<file path="src/rtl/add8u_err_monitor_pkg.sv">
// Shared widths and FSM state type for the approximate-adder error monitor.
package add8u_err_monitor_pkg;

  localparam int OP_W  = 8;
  localparam int ERR_W = 9;
  localparam int SUM_W = 25;
  localparam int CNT_W = 17;

  typedef enum logic [1:0] {
    ACCUM = 2'd0,
    DRAIN = 2'd1,
    HOLD  = 2'd2
  } state_e;

endpackage

</file>
<file path="src/rtl/add8u_err_calc.sv">
// Combinational exact 8-bit sum and 9-bit absolute error against an approximate sum.
module add8u_err_calc
  import add8u_err_monitor_pkg::*;
(
  input  logic [OP_W-1:0]  a,
  input  logic [OP_W-1:0]  b,
  input  logic [ERR_W-1:0] approx,
  output logic [ERR_W-1:0] exact,
  output logic [ERR_W-1:0] err
);

  always_comb begin
    exact = {1'b0, a} + {1'b0, b};
    if (exact >= approx) begin
      err = exact - approx;
    end else begin
      err = approx - exact;
    end
  end

endmodule

</file>
<file path="src/rtl/add8u_err_monitor.sv">
// Windowed error statistics for an approximate 8-bit adder: register the error,
// accumulate sum/max/nonzero-count over WINDOW samples, then hold the result.
module add8u_err_monitor
  import add8u_err_monitor_pkg::*;
#(
  parameter int WINDOW = 256
) (
  input  logic             clk,
  input  logic             rst_n,
  input  logic             in_valid,
  output logic             in_ready,
  input  logic [OP_W-1:0]  in_a,
  input  logic [OP_W-1:0]  in_b,
  input  logic [ERR_W-1:0] in_approx,
  output logic             res_valid,
  input  logic             res_ready,
  output logic [SUM_W-1:0] res_sum_abs_err,
  output logic [ERR_W-1:0] res_max_err,
  output logic [CNT_W-1:0] res_err_count
);

  // Handshake: a transfer happens on a rising edge only when valid and ready
  // are both high; valid may not depend on ready, and held results never change.
  localparam logic [CNT_W-1:0] LAST_IDX = CNT_W'(WINDOW - 1);

  state_e           state_q, state_d;
  logic [CNT_W-1:0] smp_cnt_q, smp_cnt_d;
  logic             s1_valid_q, s1_valid_d;
  logic [ERR_W-1:0] s1_err_q, s1_err_d;
  logic [SUM_W-1:0] sum_q, sum_d;
  logic [ERR_W-1:0] max_q, max_d;
  logic [CNT_W-1:0] err_cnt_q, err_cnt_d;

  logic [ERR_W-1:0] calc_exact;
  logic [ERR_W-1:0] calc_err;
  logic             in_xfer;

  add8u_err_calc u_calc (
    .a      (in_a),
    .b      (in_b),
    .approx (in_approx),
    .exact  (calc_exact),
    .err    (calc_err)
  );

  // Gating with rst_n keeps in_ready low for the whole time reset is asserted.
  assign in_ready        = (state_q == ACCUM) && rst_n;
  assign res_valid       = (state_q == HOLD);
  assign in_xfer         = in_valid && in_ready;
  assign res_sum_abs_err = sum_q;
  assign res_max_err     = max_q;
  assign res_err_count   = err_cnt_q;

  always_comb begin
    state_d    = state_q;
    smp_cnt_d  = smp_cnt_q;
    s1_valid_d = in_xfer;
    s1_err_d   = in_xfer ? calc_err : s1_err_q;
    sum_d      = sum_q;
    max_d      = max_q;
    err_cnt_d  = err_cnt_q;

    if (s1_valid_q) begin
      sum_d     = sum_q + SUM_W'(s1_err_q);
      max_d     = (s1_err_q > max_q) ? s1_err_q : max_q;
      err_cnt_d = err_cnt_q + {{(CNT_W-1){1'b0}}, |s1_err_q};
    end

    case (state_q)
      ACCUM: begin
        if (in_xfer) begin
          smp_cnt_d = smp_cnt_q + 1'b1;
          if (smp_cnt_q == LAST_IDX) state_d = DRAIN;
        end
      end
      DRAIN: state_d = HOLD;
      HOLD: begin
        // Stage 1 is empty here, so clearing cannot lose a pending sample.
        if (res_ready) begin
          state_d   = ACCUM;
          smp_cnt_d = '0;
          sum_d     = '0;
          max_d     = '0;
          err_cnt_d = '0;
        end
      end
      default: state_d = ACCUM;
    endcase
  end

  always_ff @(posedge clk or negedge rst_n) begin
    if (!rst_n) begin
      state_q    <= ACCUM;
      smp_cnt_q  <= '0;
      s1_valid_q <= 1'b0;
      s1_err_q   <= '0;
      sum_q      <= '0;
      max_q      <= '0;
      err_cnt_q  <= '0;
    end else begin
      state_q    <= state_d;
      smp_cnt_q  <= smp_cnt_d;
      s1_valid_q <= s1_valid_d;
      s1_err_q   <= s1_err_d;
      sum_q      <= sum_d;
      max_q      <= max_d;
      err_cnt_q  <= err_cnt_d;
    end
  end

endmodule

</file>
<file path="config.mk">
export PLATFORM = sky130hd
export DESIGN_NAME = add8u_err_monitor
export DESIGN_NICKNAME = d
export VERILOG_FILES = /design/src/rtl/add8u_err_monitor_pkg.sv /design/src/rtl/add8u_err_calc.sv /design/src/rtl/add8u_err_monitor.sv
export SDC_FILE = /design/constraint.sdc
export NUM_CORES = 1
export LEC_CHECK = 0
export BUFFER_PORTS_ARGS = -buffer_cell sky130_fd_sc_hd__buf_2
export CORE_MARGIN = 5
export CORE_UTILIZATION = 58
export CTS_CLUSTER_SIZE = 16
export DETAILED_ROUTE_END_ITERATION = 8
export GPL_TIMING_DRIVEN = 0
export PLACE_DENSITY_LB_ADDON = 0.3
export SYNTH_ARGS = -nofsm -noshare
export SYNTH_HDL_FRONTEND = slang
export SYNTH_HIERARCHICAL = 1
export SYNTH_SLANG_ARGS = --single-unit
</file>
<file path="constraint.sdc">
create_clock -name clk -period 5.6 [get_ports clk]
set_input_delay 0 -clock clk [delete_from_list [all_inputs] [get_ports clk]]
set_output_delay 0 -clock clk [all_outputs]
set_load 0.005 [all_outputs]
</file>
Word-level counts from Yosys, hierarchy flattened

Index checks and enable logic that the tools add are counted.

Output and inout port bits: 53
Input port bits: 29
Flip-flop bits (word level): 80

Multiplexer cells: 18
Equality and inequality tests: 6
Magnitude comparators: 2
Reduce and logical (&&, ||, !) cells: 7
Add/sub/neg operators: 6

Operators by type and width:

| kind                                                  | number |
|---|---|
| 2-to-1 mux 17 bit                                     | 5 |
| 2-to-1 mux 25 bit                                     | 3 |
| 2-to-1 mux 9 bit                                      | 5 |
| case mux 17 bit (2 select lines)                      | 1 |
| adder 25 x 9 -> 25 bit                                | 1 |
| subtractor 9 bit                                      | 2 |
| adder 17 x 1 -> 17 bit                                | 1 |
| adder 17 x 1 -> 17 bit, second input constant         | 1 |
| == test 17 x 8 -> 1 bit, second input constant        | 1 |
| adder 8 x 8 -> 9 bit                                  | 1 |
| greater-or-equal comparator 9 bit                     | 1 |
| > comparator 9 bit                                    | 1 |
| OR reduction 9 bit                                    | 1 |
| 2-to-1 mux 2 bit                                      | 3 |
| case mux 2 bit (3 select lines)                       | 1 |
| AND reduction 3 bit                                   | 2 |
| inequality test 2 x 1 -> 1 bit, second input constant | 2 |
| == test 2 x 1 -> 1 bit, second input constant         | 1 |
| == test 2 bit, second input constant                  | 1 |
| logical AND 1 bit                                     | 2 |
| logical NOT 2 bit                                     | 1 |
| inequality test 2 bit, second input constant          | 1 |
| nonzero test 2 bit                                    | 1 |

Depth between registers and ports, before layout

Gate-level depths: netlist of the first run.

Word-level depth: 5
Gate-level depth with buffers: 16
Mapped depth without buffers: 15

By module

Netlist of the first run, hierarchy kept.

Modules (own cells, without submodules):

| module            | cells an instance | times used | sequential area each (um^2) | area each (um^2) |
|---|---|---|---|---|
| add8u_err_monitor | 472               | 1          | 2,001.9                     | 4,544.4 |
| add8u_err_calc    | 179               | 1          | 0.0                         | 1,352.5 |

Worst setup path after synthesis of the first run

Ideal clock, no wire load.

Path kind: input port to flip-flop
Start: input in_a[1]
End: register s1_err_q[8]
Setup time: 0.126 ns
Stages: 16
Path buffers: 2
Arrival: 2.935 ns
Setup slack: 2.539 ns
Required time: 5.474 ns
Path through: ha_1 -> a21o_1 -> a21oi_1 -> o21ai_0 -> o41ai_1 -> xnor2_1 -> ha_1 -> buf_6 -> a21oi_2 -> nand2_1 -> o21a_1 -> buf_6 -> o311a_1 -> a311o_1 -> nand2_1 -> o21ai_0

Longest elaborated chain between the ends: 3

RTL lines:

| what                                     | line                     | text |
|---|---|---|
| start: declaration                       | add8u_err_monitor.sv:12  | `input logic [OP_W-1:0] in_a,` |
| adder 8 x 8 -> 9 bit (*)                 | add8u_err_calc.sv:13     | `exact = {1'b0, a} + {1'b0, b};` |
| net calc_exact[7]                        | add8u_err_monitor.sv:34  | `logic [ERR_W-1:0] calc_exact;` |
| subtractor 9 bit (tied with other cells) | add8u_err_calc.sv:17     | `err = approx - exact;` |
| 2-to-1 mux 9 bit (*)                     | add8u_err_calc.sv:14     | `if (exact >= approx) begin` |
| net calc_err[8]                          | add8u_err_monitor.sv:35  | `logic [ERR_W-1:0] calc_err;` |
| end signal: assignment                   | add8u_err_monitor.sv:104 | `s1_err_q <= s1_err_d;` |
| end: declaration                         | add8u_err_monitor.sv:29  | `logic [ERR_W-1:0] s1_err_q, s1_err_d;` |

The timed path passes the listed nets; every way through them passes the cells marked *.
A chain may end at the register's enable or synchronous reset.

Worst setup path in the final report of the first run

Same ends and word-level chain as after synthesis.

==> results of run 1 <==
==> worst register-to-register path, stage by stage, from the launching register on <==
cell	delay, ns
dfrtp_1	0.43
ha_1	0.23
fa_1	0.40
a21o_1	0.21
a221o_2	0.37
a22oi_2	0.37
o21ai_0	0.16
a21oi_1	0.16
==> through the flow <==
step,setup WS (ns),hold slack [ns]
6_report,2.41,0.0447
5_1_grt,2.19,0.0568
4_1_cts,2.38,0.0474
3_5_place_dp,2.03,-0.117
3_3_place_gp,2.09,0.353
2_1_floorplan,2.54,-0.296
==> flip-flops by register name, indices dropped and copies added (netlist names) <==
| register | flops |
|---|---|
| smp_cnt_q | 17 |
| s1_err_q | 9 |
| res_sum_abs_err | 25 |
| s1_valid_q | 1 |
| res_max_err | 9 |
| state_q | 2 |
| res_err_count | 17 |
==> synthesized netlist by cell type, types with 16 or more instances <==
cell / n
a21o_1: 16
nor2_1: 54
inv_1: 39
mux2i_1: 21
a21oi_1: 32
ha_1: 46
nand2_1: 87
dfrtp_1: 80
xor2_1: 22
o21ai_0: 23
nand3_1: 21
xnor2_1: 20
==> routing by layer <==
layer	up-vias	share of wire	routed length [um]	GRT usage
met5	-	0	0	0
met4	0	0.024	329	0.0961
met3	29	0.047	646	0.0333
met2	152	0.49	6730	0.396
met1	2421	0.43	5910	0.278
li1	2509	-	-	-
==> power groups by stage <==
stage / logic [mW] / clock network, mW / registers [mW]
floorplan: 0.975 / 0 / 0.977
global placement: 1.30 / 0 / 1.00
detailed placement: 1.36 / 0 / 1.02
CTS: 1.38 / 0.517 / 1.01
global route: 1.56 / 0.543 / 1.04
finish: 1.38 / 0.509 / 1.01
==> repair_timing <==
action                                 in CTS  in global routing
endpoints found under the hold margin      81                  0
setup endpoints to repair                   0                  0
hold buffers                                2                  0
==> final timing paths <==
check | from | to | cells after the start
max in group asynchronous | rst_n | s1_err_q[6] | 3
max | in_a[1] | s1_err_q[8] | 17
min | rst_n | res_err_count[7] | 2
max reg2reg | s1_err_q[0] | res_sum_abs_err[24] | 7
min in group clk | in_approx[1] | s1_err_q[1] | 5
min reg2reg | smp_cnt_q[0] | smp_cnt_q[0] | 1
==> logic make-up after synthesis <==
kind of cell | after synthesis | synth area share
DFF | 80 | 0.339
and+or+nand+nor | 251 | 0.217
adders and majority gates | 50 | 0.111
xor gates and xnor gates | 42 | 0.0624
buffers and inverters | 63 | 0.0492
muxes | 25 | 0.0439
AOI/OAI and AO/OA | 140 | 0.177
==> area by class of cell <==
| class | count | share of cell area |
|---|---|---|
| clock inverter | 3 | 0.0133 |
| timing repair buffer | 84 | 0.0674 |
| multi-input combinational | 508 | 0.534 |
| sequential | 80 | 0.296 |
| inverter | 40 | 0.0222 |
| buffer | 23 | 0.0207 |
| clock buffer | 12 | 0.0215 |
| tap | 133 | 0.0246 |
==> results.md, run 1 <==
* Run status: finished, final reports clean
* Worst EP required at 5.83 ns
* P_leak at 3.14 nW
* Synth warn at 6
* Root Buffer: clkbuf_8
* Net Sw Power at 1.20 mW
* Top cell type's share of synthesized area at 0.339
* Critical Path Source Type: primary input
* Routed WL at 13.6 mm
* Sum of net half-perimeters after detailed placement at 10.3 mm
* MaxCap Viol Count at 0
* Antenna Nets Post-Route at 0
* Core area at 0.00986 mm^2
* RSZ-0062 raised after global routing: false
* IO Count at 82
* Placed cell area at 0.00650 mm^2
* Worst slew margin at 0.508
* Initial Utilization at 0.598
* Crit-path leading delay family: compound AO/OA/AOI/OAI gates
* Vias per inst at 5.79
* Die X at 111 um
* Num CTS Buffers at 9
* Die height at 111 um
* Mapped Area at 0.00590 mm^2
* Critical Path AT at 3.42 ns
* Worst Path Buf+Inv at 3
* Hold violation count in the final report at 0
* Largest net degree at the start of global routing at 69
* Die area at 0.0123 mm^2
* H-tree levels at 3
* ANT cells at 0
* Most common cell after layout, fill and taps aside: buf_2
* First-pass GRT wire length at 23.7 mm
* Hold Path Class: in2async
* Detailed Routing Iterations Pass 1 at 5
* Post-layout min period at 3.19 ns
* Synthesized Nets at 730
* Post-CTS Setup Repair Bufs at 0
* Area grow syn2layout at 14.5%
* CTS clk-pin slew, worst paths at 0.08 ns
* Setup Skew at 0.0104 ns
* Crit path kind: in2reg
* Vias in the first global route at 5178
* Worst IR Drop VDD at 0.203 mV
* Part of the power in combinational logic at 0.476
* Clock buffer depth at 2
* Iter 0 DRT Violations at 415
* Sequential area share after synthesis at 0.339
* Most frequent cells in the layout: 88 x buf_2, 87 x nand2_1, 80 x dfrtp_1
* CTS Sinks at 80
* Finished Layout Cells at 883
* I/O Buffers at 81
* Most used flip-flop cell after synthesis: dfrtp_1
* Setup slack, reg-to-reg at 3.20 ns
* Synth Instances at 651
* Top cell type by total area after synthesis: dfrtp_1
* DRC Markers at 0
* CP peak stage delay at 0.55 ns
* CP max-delay cell: o41ai_1
* Final TNS setup at 0 ns
* Total grt overflow at 0
* Final setup vio count at 0
* Synth unique cells at 81
* Clk pwr share at 0.175
* Switching part of the total at 0.413
* Power per cell area at 430 mW/mm^2
* Final instance area at 0.00675 mm^2
* Reg area at 0.00200 mm^2
* Clock Latency Late Sink at 0.36 ns
* Final core occ at 0.685
* Crit path capture type: flop
* Sequential power share at 0.349
* Fin. max-slew vios at 0
* Tcrit/Tclk final at 0.570
* Rows at 36
* GRT Resource Usage Total at 0.226
* Fill cell count at 759
* Syn Area/Cell at 9.06 um^2
* Slew @ Worst Pin at 0.737 ns
* Fmax at 313 MHz
* Number of gates resized after CTS at 0
* Footprint of the multi-input gates at 0.00360 mm^2
* Nets@finish at 825
* Int Pwr at 1.70 mW
* Layout cells sized above 1 at 0.207
* # placed instances at 866
* Synth area leaders: dfrtp_1 34%, ha_1 9.8%, nand2_1 5.5%, mux2i_1 3.6%, nor2_1 3.4%
* Yosys reg bits at 80
* Vias post-DR at 5111
* Ys async rst share at 1.00
* Final Power at 2.90 mW
* Critical-path cell list: buf_2, ha_1, a21o_1, a21oi_1, o21ai_0, o41ai_1, xnor2_1, ha_1, buf_6, a21oi_2, nand2_1, o21a_1, buf_6, o311a_1, a311o_1, nand2_1, o21ai_0
* Worst Path Max Fanout at 10
* Antenna violations before repair at 0
* Post-synth EDFFs at 0
* Routability cong. at 0.908
* Drt wl/cell at 15.4 um
* TritonCTS clock tree: done
Note: power is estimated with default switching activity, not from simulation.
==> run 2, diff against run 1 <==
ABC_AREA = 1   (was not set)
clock period = 3.1 ns   (was 5.6 ns; I/O delays follow)
==> results.md, run 2 <==
* Number of gates resized after CTS at 0 (unchanged)
* Reg2reg end: res_err_count[14]
* Area grow syn2layout at 12.8%
* Rows at 38 (+5.6%)
* Synthesized Nets at 1016 (+39%)
* Ys async rst share at 1.00 (unchanged)
* Yosys reg bits at 80 (unchanged)
* Setup slack, reg-to-reg at 0.98 ns (-2.22 ns)
* Critical Path AT at 2.53 ns (-0.89 ns)
* Worst Path Buf+Inv at 4 (+1)
* Final setup vio count at 0 (unchanged)
* RSZ-0062 raised after global routing: false
* TritonCTS clock tree: done
* Sum of net half-perimeters after detailed placement at 11.5 mm (+12%)
* First-pass GRT wire length at 25.0 mm (+5.4%)
* Vias in the first global route at 5579 (+7.7%)
* Detailed Routing Iterations Pass 1 at 5 (unchanged)
* Drt wl/cell at 12.5 um (-19%)
* Nets@finish at 1111 (+35%)
* Tcrit/Tclk final at 0.726
* Setup crit start: in_a[0]
* Antenna Nets Post-Route at 0 (unchanged)
* DRC Markers at 0 (unchanged)
* Hold Path Class: in2async
* Power per cell area at 693 mW/mm^2 (+61%)
* Post-synth EDFFs at 0 (unchanged)
* Pre-CTS setup slack at 0.492 ns (-1.54 ns)
* Synth warn at 6 (unchanged)
* Number of flip-flops in the largest register at 25 (unchanged)
* Layout cells sized above 1 at 0.132 (-0.0746)
* MaxCap Viol Count at 0 (unchanged)
* Final Power at 4.90 mW (+69%)
* Vias post-DR at 6108 (+20%)
* Root Buffer: clkbuf_8
* Fmax at 444 MHz
* Post-layout min period at 2.25 ns
* Crit Reg-Reg Startpoint: s1_err_q[1]
* Routed WL at 14.7 mm (+8.1%)
* IO Count at 82 (unchanged)
* Most instantiated cells after synthesis: 287 x nand2_1, 142 x inv_1, 111 x nor2_1
* Sequential area share after synthesis at 0.319 (-0.0204)
* Crit path capture type: flop
* Critical path depth in cells at 17 (unchanged)
* FF-to-FF path depth at 12 (+5)
* Cell repeated most along the worst path: nand2_1
* Num CTS Buffers at 9 (unchanged)
* Syn Area/Cell at 6.70 um^2 (-26%)
* Critical-path cell list: buf_2, ha_1, fa_1, a31o_2, xor2_1, inv_1, ha_1, buf_4, nand2_2, inv_2, nand2_2, nand3_2, a21oi_4, nand2_1, nand2_1, nand2_1, o21ai_0
* Die X at 114 um (+2.9%)
* DR WL met2 at 7.10 mm (+5.5%)
* Top cell type by total area after synthesis: dfrtp_1
* Die height at 114 um (+2.9%)
* Most frequent cell after synthesis: nand2_1
* Hold slack at 0.0417 ns (-0.00298 ns)
* H-tree levels at 3 (unchanged)
* Mapped Area at 0.00627 mm^2 (+6.4%)
* Routability cong. at 0.966 (+6.4%)
* Final core occ at 0.662 (-0.0230)
* Most used flip-flop cell after synthesis: dfrtp_1
* Setup Skew at 0.0146 ns (+0.00425 ns)
* Total grt overflow at 0 (unchanged)
* Iter 0 DRT Violations at 427 (+2.9%)
* Clock Latency Late Sink at 0.36 ns (about the same)
* Worst Path Max Fanout at 8 (-2)
* Final TNS setup at 0 ns (unchanged)
* P_leak at 3.98 nW (+27%)
* Setup ws final at 0.848 ns (-1.56 ns)
* Worst EP required at 3.38 ns (-2.45 ns)
* Crit path kind: in2reg
* Synth unique cells at 45 (-44%)
* Initial Utilization at 0.586 (-0.0114)
* Most common cell after layout, fill and taps aside: nand2_1
* Die area at 0.0130 mm^2 (+5.8%)
* Critical Path Source Type: primary input
* Synth area leaders: dfrtp_1 32%, nand2_1 17%, ha_1 9.2%, inv_1 8.5%, nor2_1 6.6%
* Worst IR Drop VDD at 0.416 mV (+100%)
* GRT Resource Usage Total at 0.234 (+0.00742)
* Most frequent cells in the layout: 287 x nand2_1, 142 x inv_1, 111 x nor2_1
* CP max-delay cell: fa_1
* Clock buffer depth at 2 (unchanged)
* Antenna violations before repair at 0 (unchanged)
* CTS clk-pin slew, worst paths at 0.08 ns (about the same)
* Crit-path leading delay family: adder cells
* Fin. max-slew vios at 0 (unchanged)
* Hold violation count in the final report at 0 (unchanged)
* Crit path capture: s1_err_q[8]
* Wl on met1 at 6.52 mm (+10%)
* Max Used Layer: met4
* CP peak stage delay at 0.42 ns (-0.13 ns)
* Met3 wire length at 802 um (+24%)
* Slew @ Worst Pin at 0.768 ns (+0.0316 ns)
* Top cell type's share of synthesized area at 0.319 (-0.0204)
* Worst slew margin at 0.488 (-0.0201)
* Vias per inst at 5.19 (-10%)
* Core area at 0.0107 mm^2 (+8.4%)
* Synth Instances at 937 (+44%)
* ANT cells at 0 (unchanged)
* I/O Buffers at 81 (unchanged)
* CTS Sinks at 80 (unchanged)
* Run status: finished, final reports clean
* Largest net degree at the start of global routing at 69 (unchanged)
[run 2: worst min path at each step]
stage | from | to | cells past startpoint
after detailed placement | rst_n | res_max_err[2] | 1
final | rst_n | res_max_err[1] | 2
after floorplan | rst_n | res_err_count[0] | 0
after global routing | rst_n | res_max_err[2] | 2
after global placement | res_ready | res_sum_abs_err[2] | 2
after CTS | rst_n | res_max_err[2] | 2
[run 2: layout make-up]
type / instances / area (um^2)
Sequential cell: 80 / 2000
Fill cell: 1005 / 3620
Clock buffer: 12 / 145
Multi-Input combinational cell: 695 / 3640
Timing Repair Buffer: 84 / 455
Buffer: 16 / 81.3
Clock inverter: 4 / 28.8
Tap cell: 140 / 175
Inverter: 146 / 551
[run 2: cells by family (layout without fill, tap and decap cells)]
group | Yosys count | after routing | synth area share
xor+xnor | 14 | 14 | 0.0195
compound gates | 87 | 87 | 0.0786
fa+ha+maj | 50 | 50 | 0.105
flops | 80 | 80 | 0.319
buf+inv | 162 | 262 | 0.101
simple gates | 544 | 544 | 0.378
[run 2: metrics by stage]
stage / cells / cell area [um^2]
5_1_grt: 1177 / 7080
6_report: 1177 / 7080
4_1_cts: 1177 / 7080
3_3_place_gp: 1158 / 6850
3_5_place_dp: 1159 / 6880
2_1_floorplan: 937 / 6270
[run 2: per-layer routing]
| layer | vias to the layer above | global-route usage |
|---|---|---|
| met3 | 24 | 0.0329 |
| li1 | 3161 | - |
| met2 | 172 | 0.400 |
| met4 | 0 | 0.0839 |
| met5 | - | 0 |
| met1 | 2751 | 0.302 |
[run 2: what timing repair did]
action / in CTS / in global routing
hold buffers: 2 / 0
hold endpoints to repair: 82 / 0
setup buffers: 0 / 0
endpoints found under the setup margin: 0 / 0
[run 2: power by group]
part | total [mW] | switching, mW | internal [mW]
clock network | 0.708 | 0.393 | 0.315
logic | 2.51 | 1.54 | 0.969
registers | 1.69 | 0.355 | 1.33
total | 4.90 | 2.29 | 2.61
==> run 3, diff against run 2 <==
ABC_AREA = 0   (was 1)
clock period = 2.17 ns   (was 3.1 ns; I/O delays follow)
==> results.md, run 3 (synthesis results as in run 1) <==
* Most common cell after layout, fill and taps aside: buf_2
* Total grt overflow at 0 (unchanged)
* Die X at 111 um (-2.8%)
* CTS Sinks at 80 (unchanged)
* Hold Path Class: in2async
* Initial Utilization at 0.598 (+0.0114)
* I/O Buffers at 81 (unchanged)
* Run status: finished with violations
* Failing checks: setup timing
* Tcrit/Tclk final at 1.28
* Vias per inst at 5.96 (+15%)
* Clock Latency Late Sink at 0.36 ns (about the same)
* Worst IR Drop VDD at 0.565 mV (+36%)
* ANT cells at 0 (unchanged)
* Worst Path Buf+Inv at 3 (-1)
* Worst EP required at 2.42 ns (-0.96 ns)
* Crit path kind: in2reg
* GRT Resource Usage Total at 0.242 (+0.00763)
* Setup ws final at -0.606 ns (-1.45 ns)
* Fmax at 360 MHz
* Critical Path Source Type: primary input
* P_leak at 3.35 nW (-16%)
* Worst slew margin at 0.569 (+0.0816)
* Final setup vio count at 17 (+17)
* Largest net degree at the start of global routing at 72 (+4.3%)
* Post-layout min period at 2.78 ns
* Nets@finish at 852 (-23%)
* Critical-path cell list: buf_8, ha_4, a21o_1, a21oi_2, o21ai_2, o41ai_4, xnor2_1, ha_1, buf_6, a21oi_4, nand2_1, o21a_1, buf_6, o311a_1, a311o_1, nand2_1, o21ai_1
* CP max-delay cell: o41ai_4
* Iter 0 DRT Violations at 454 (+6.3%)
* Die area at 0.0123 mm^2 (-5.5%)
* Most frequent cells in the layout: 84 x buf_2, 82 x nand2_1, 79 x dfrtp_1
* Critical Path AT at 3.02 ns (+0.49 ns)
* H-tree levels at 3 (unchanged)
* Area grow syn2layout at 24.1%
* Power per cell area at 1110 mW/mm^2 (+60%)
* Root Buffer: clkbuf_8
* Fin. max-slew vios at 0 (unchanged)
* First-pass GRT wire length at 25.2 mm (+0.80%)
* Antenna Nets Post-Route at 0 (unchanged)
* MaxCap Viol Count at 0 (unchanged)
* Pre-CTS setup slack at -1.19 ns (-1.68 ns)
* Layout cells sized above 1 at 0.291 (+0.159)
* Detailed Routing Iterations Pass 1 at 7 (+2)
* Worst Path Max Fanout at 6 (-2)
* Core area at 0.00986 mm^2 (-7.8%)
* CTS clk-pin slew, worst paths at 0.08 ns (about the same)
* TritonCTS clock tree: done
* Setup Skew at 0.00984 ns (-0.00477 ns)
* Die height at 111 um (-2.8%)
* Num CTS Buffers at 9 (unchanged)
* Crit-path leading delay family: compound AO/OA/AOI/OAI gates
* Sum of net half-perimeters after detailed placement at 10.7 mm (-7.0%)
* Crit path capture type: flop
* Vias post-DR at 5423 (-11%)
* Clock buffer depth at 2 (unchanged)
* Routability cong. at 0.901 (-6.8%)
* CP peak stage delay at 0.36 ns (-0.06 ns)
* Drt wl/cell at 17.4 um (+39%)
* Final Power at 8.12 mW (+66%)
* Vias in the first global route at 5470 (-2.0%)
* Number of flip-flops in the largest register at 25 (unchanged)
* Final core occ at 0.742 (+0.0802)
* Hold violation count in the final report at 0 (unchanged)
* Antenna violations before repair at 0 (unchanged)
* Rows at 36 (-5.3%)
* Routed WL at 15.9 mm (+7.7%)
* Slew @ Worst Pin at 0.646 ns (-0.122 ns)
* DRC Markers at 0 (unchanged)
* IO Count at 82 (unchanged)
* RSZ-0062 raised after global routing: true
[run 3: through the flow]
step	setup TNS [ns]	instances	area [um^2]	hold slack, ns
floorplan	-4.32	651	5980	-0.296
global placement	-16.62	865	6550	0.354
detailed placement	-10.26	866	6580	-0.143
CTS	-3.86	897	7020	0.0212
global route	-6.57	910	7320	0.0830
finish	-4.64	910	7320	0.0532
[run 3: power breakdown]
| part | total, mW | switching, mW | internal, mW |
|---|---|---|---|
| Sequential | 2.66 | 0.679 | 1.98 |
| Combinational | 4.30 | 2.32 | 1.98 |
| Clock | 1.17 | 0.529 | 0.639 |
| Total | 8.12 | 3.53 | 4.59 |
[run 3: path summary, 6_finish.rpt]
path	start	to	slack (ns)	depth (start not counted)
max	in_b[1]	s1_err_q[8]	-0.61	17
max reg2reg	res_sum_abs_err[0]	res_sum_abs_err[20]	-0.10	8
min reg2reg	res_max_err[7]	res_max_err[7]	0.56	2
min	rst_n	res_err_count[7]	0.05	2
max in group asynchronous	rst_n	s1_err_q[1]	1.62	3
min in group clk	in_approx[1]	s1_err_q[1]	0.17	5
[run 3: layout make-up]
type	count	area, um^2
buffer	23	141
clock buffer	11	131
clock inverter	4	70.1
fill	695	2550
inverter	40	150
multi-input combinational	509	3940
sequential	80	2000
tap	133	166
timing repair buffer	110	712
[run 3: per-layer routing]
metal  GRT usage  routed length [um]  vias up
li1            -                   -     2559
met1       0.286                6370     2627
met2       0.443                8310      196
met3      0.0322                 783       41
met4      0.0911                 388        0
met5           0                   0        -
[run 3: what timing repair did]
action,4_1_cts,5_1_grt
hold buffers,2,0
buffers inserted,13,11
pin swaps,24,22
endpoints found under the setup margin,33,27
gates resized for setup,22,43
endpoints found under the hold margin,81,0
gates cloned,1,2
[run 3: worst reg2reg max path, stage by stage (launching register included)]
cell and delay (ns):
dfrtp_1 0.40, ha_2 0.21, fa_2 0.36, a21o_1 0.21, a221o_2 0.38, a22oi_2 0.25, buf_6 0.19, or3_4 0.13
a21oi_2 0.05
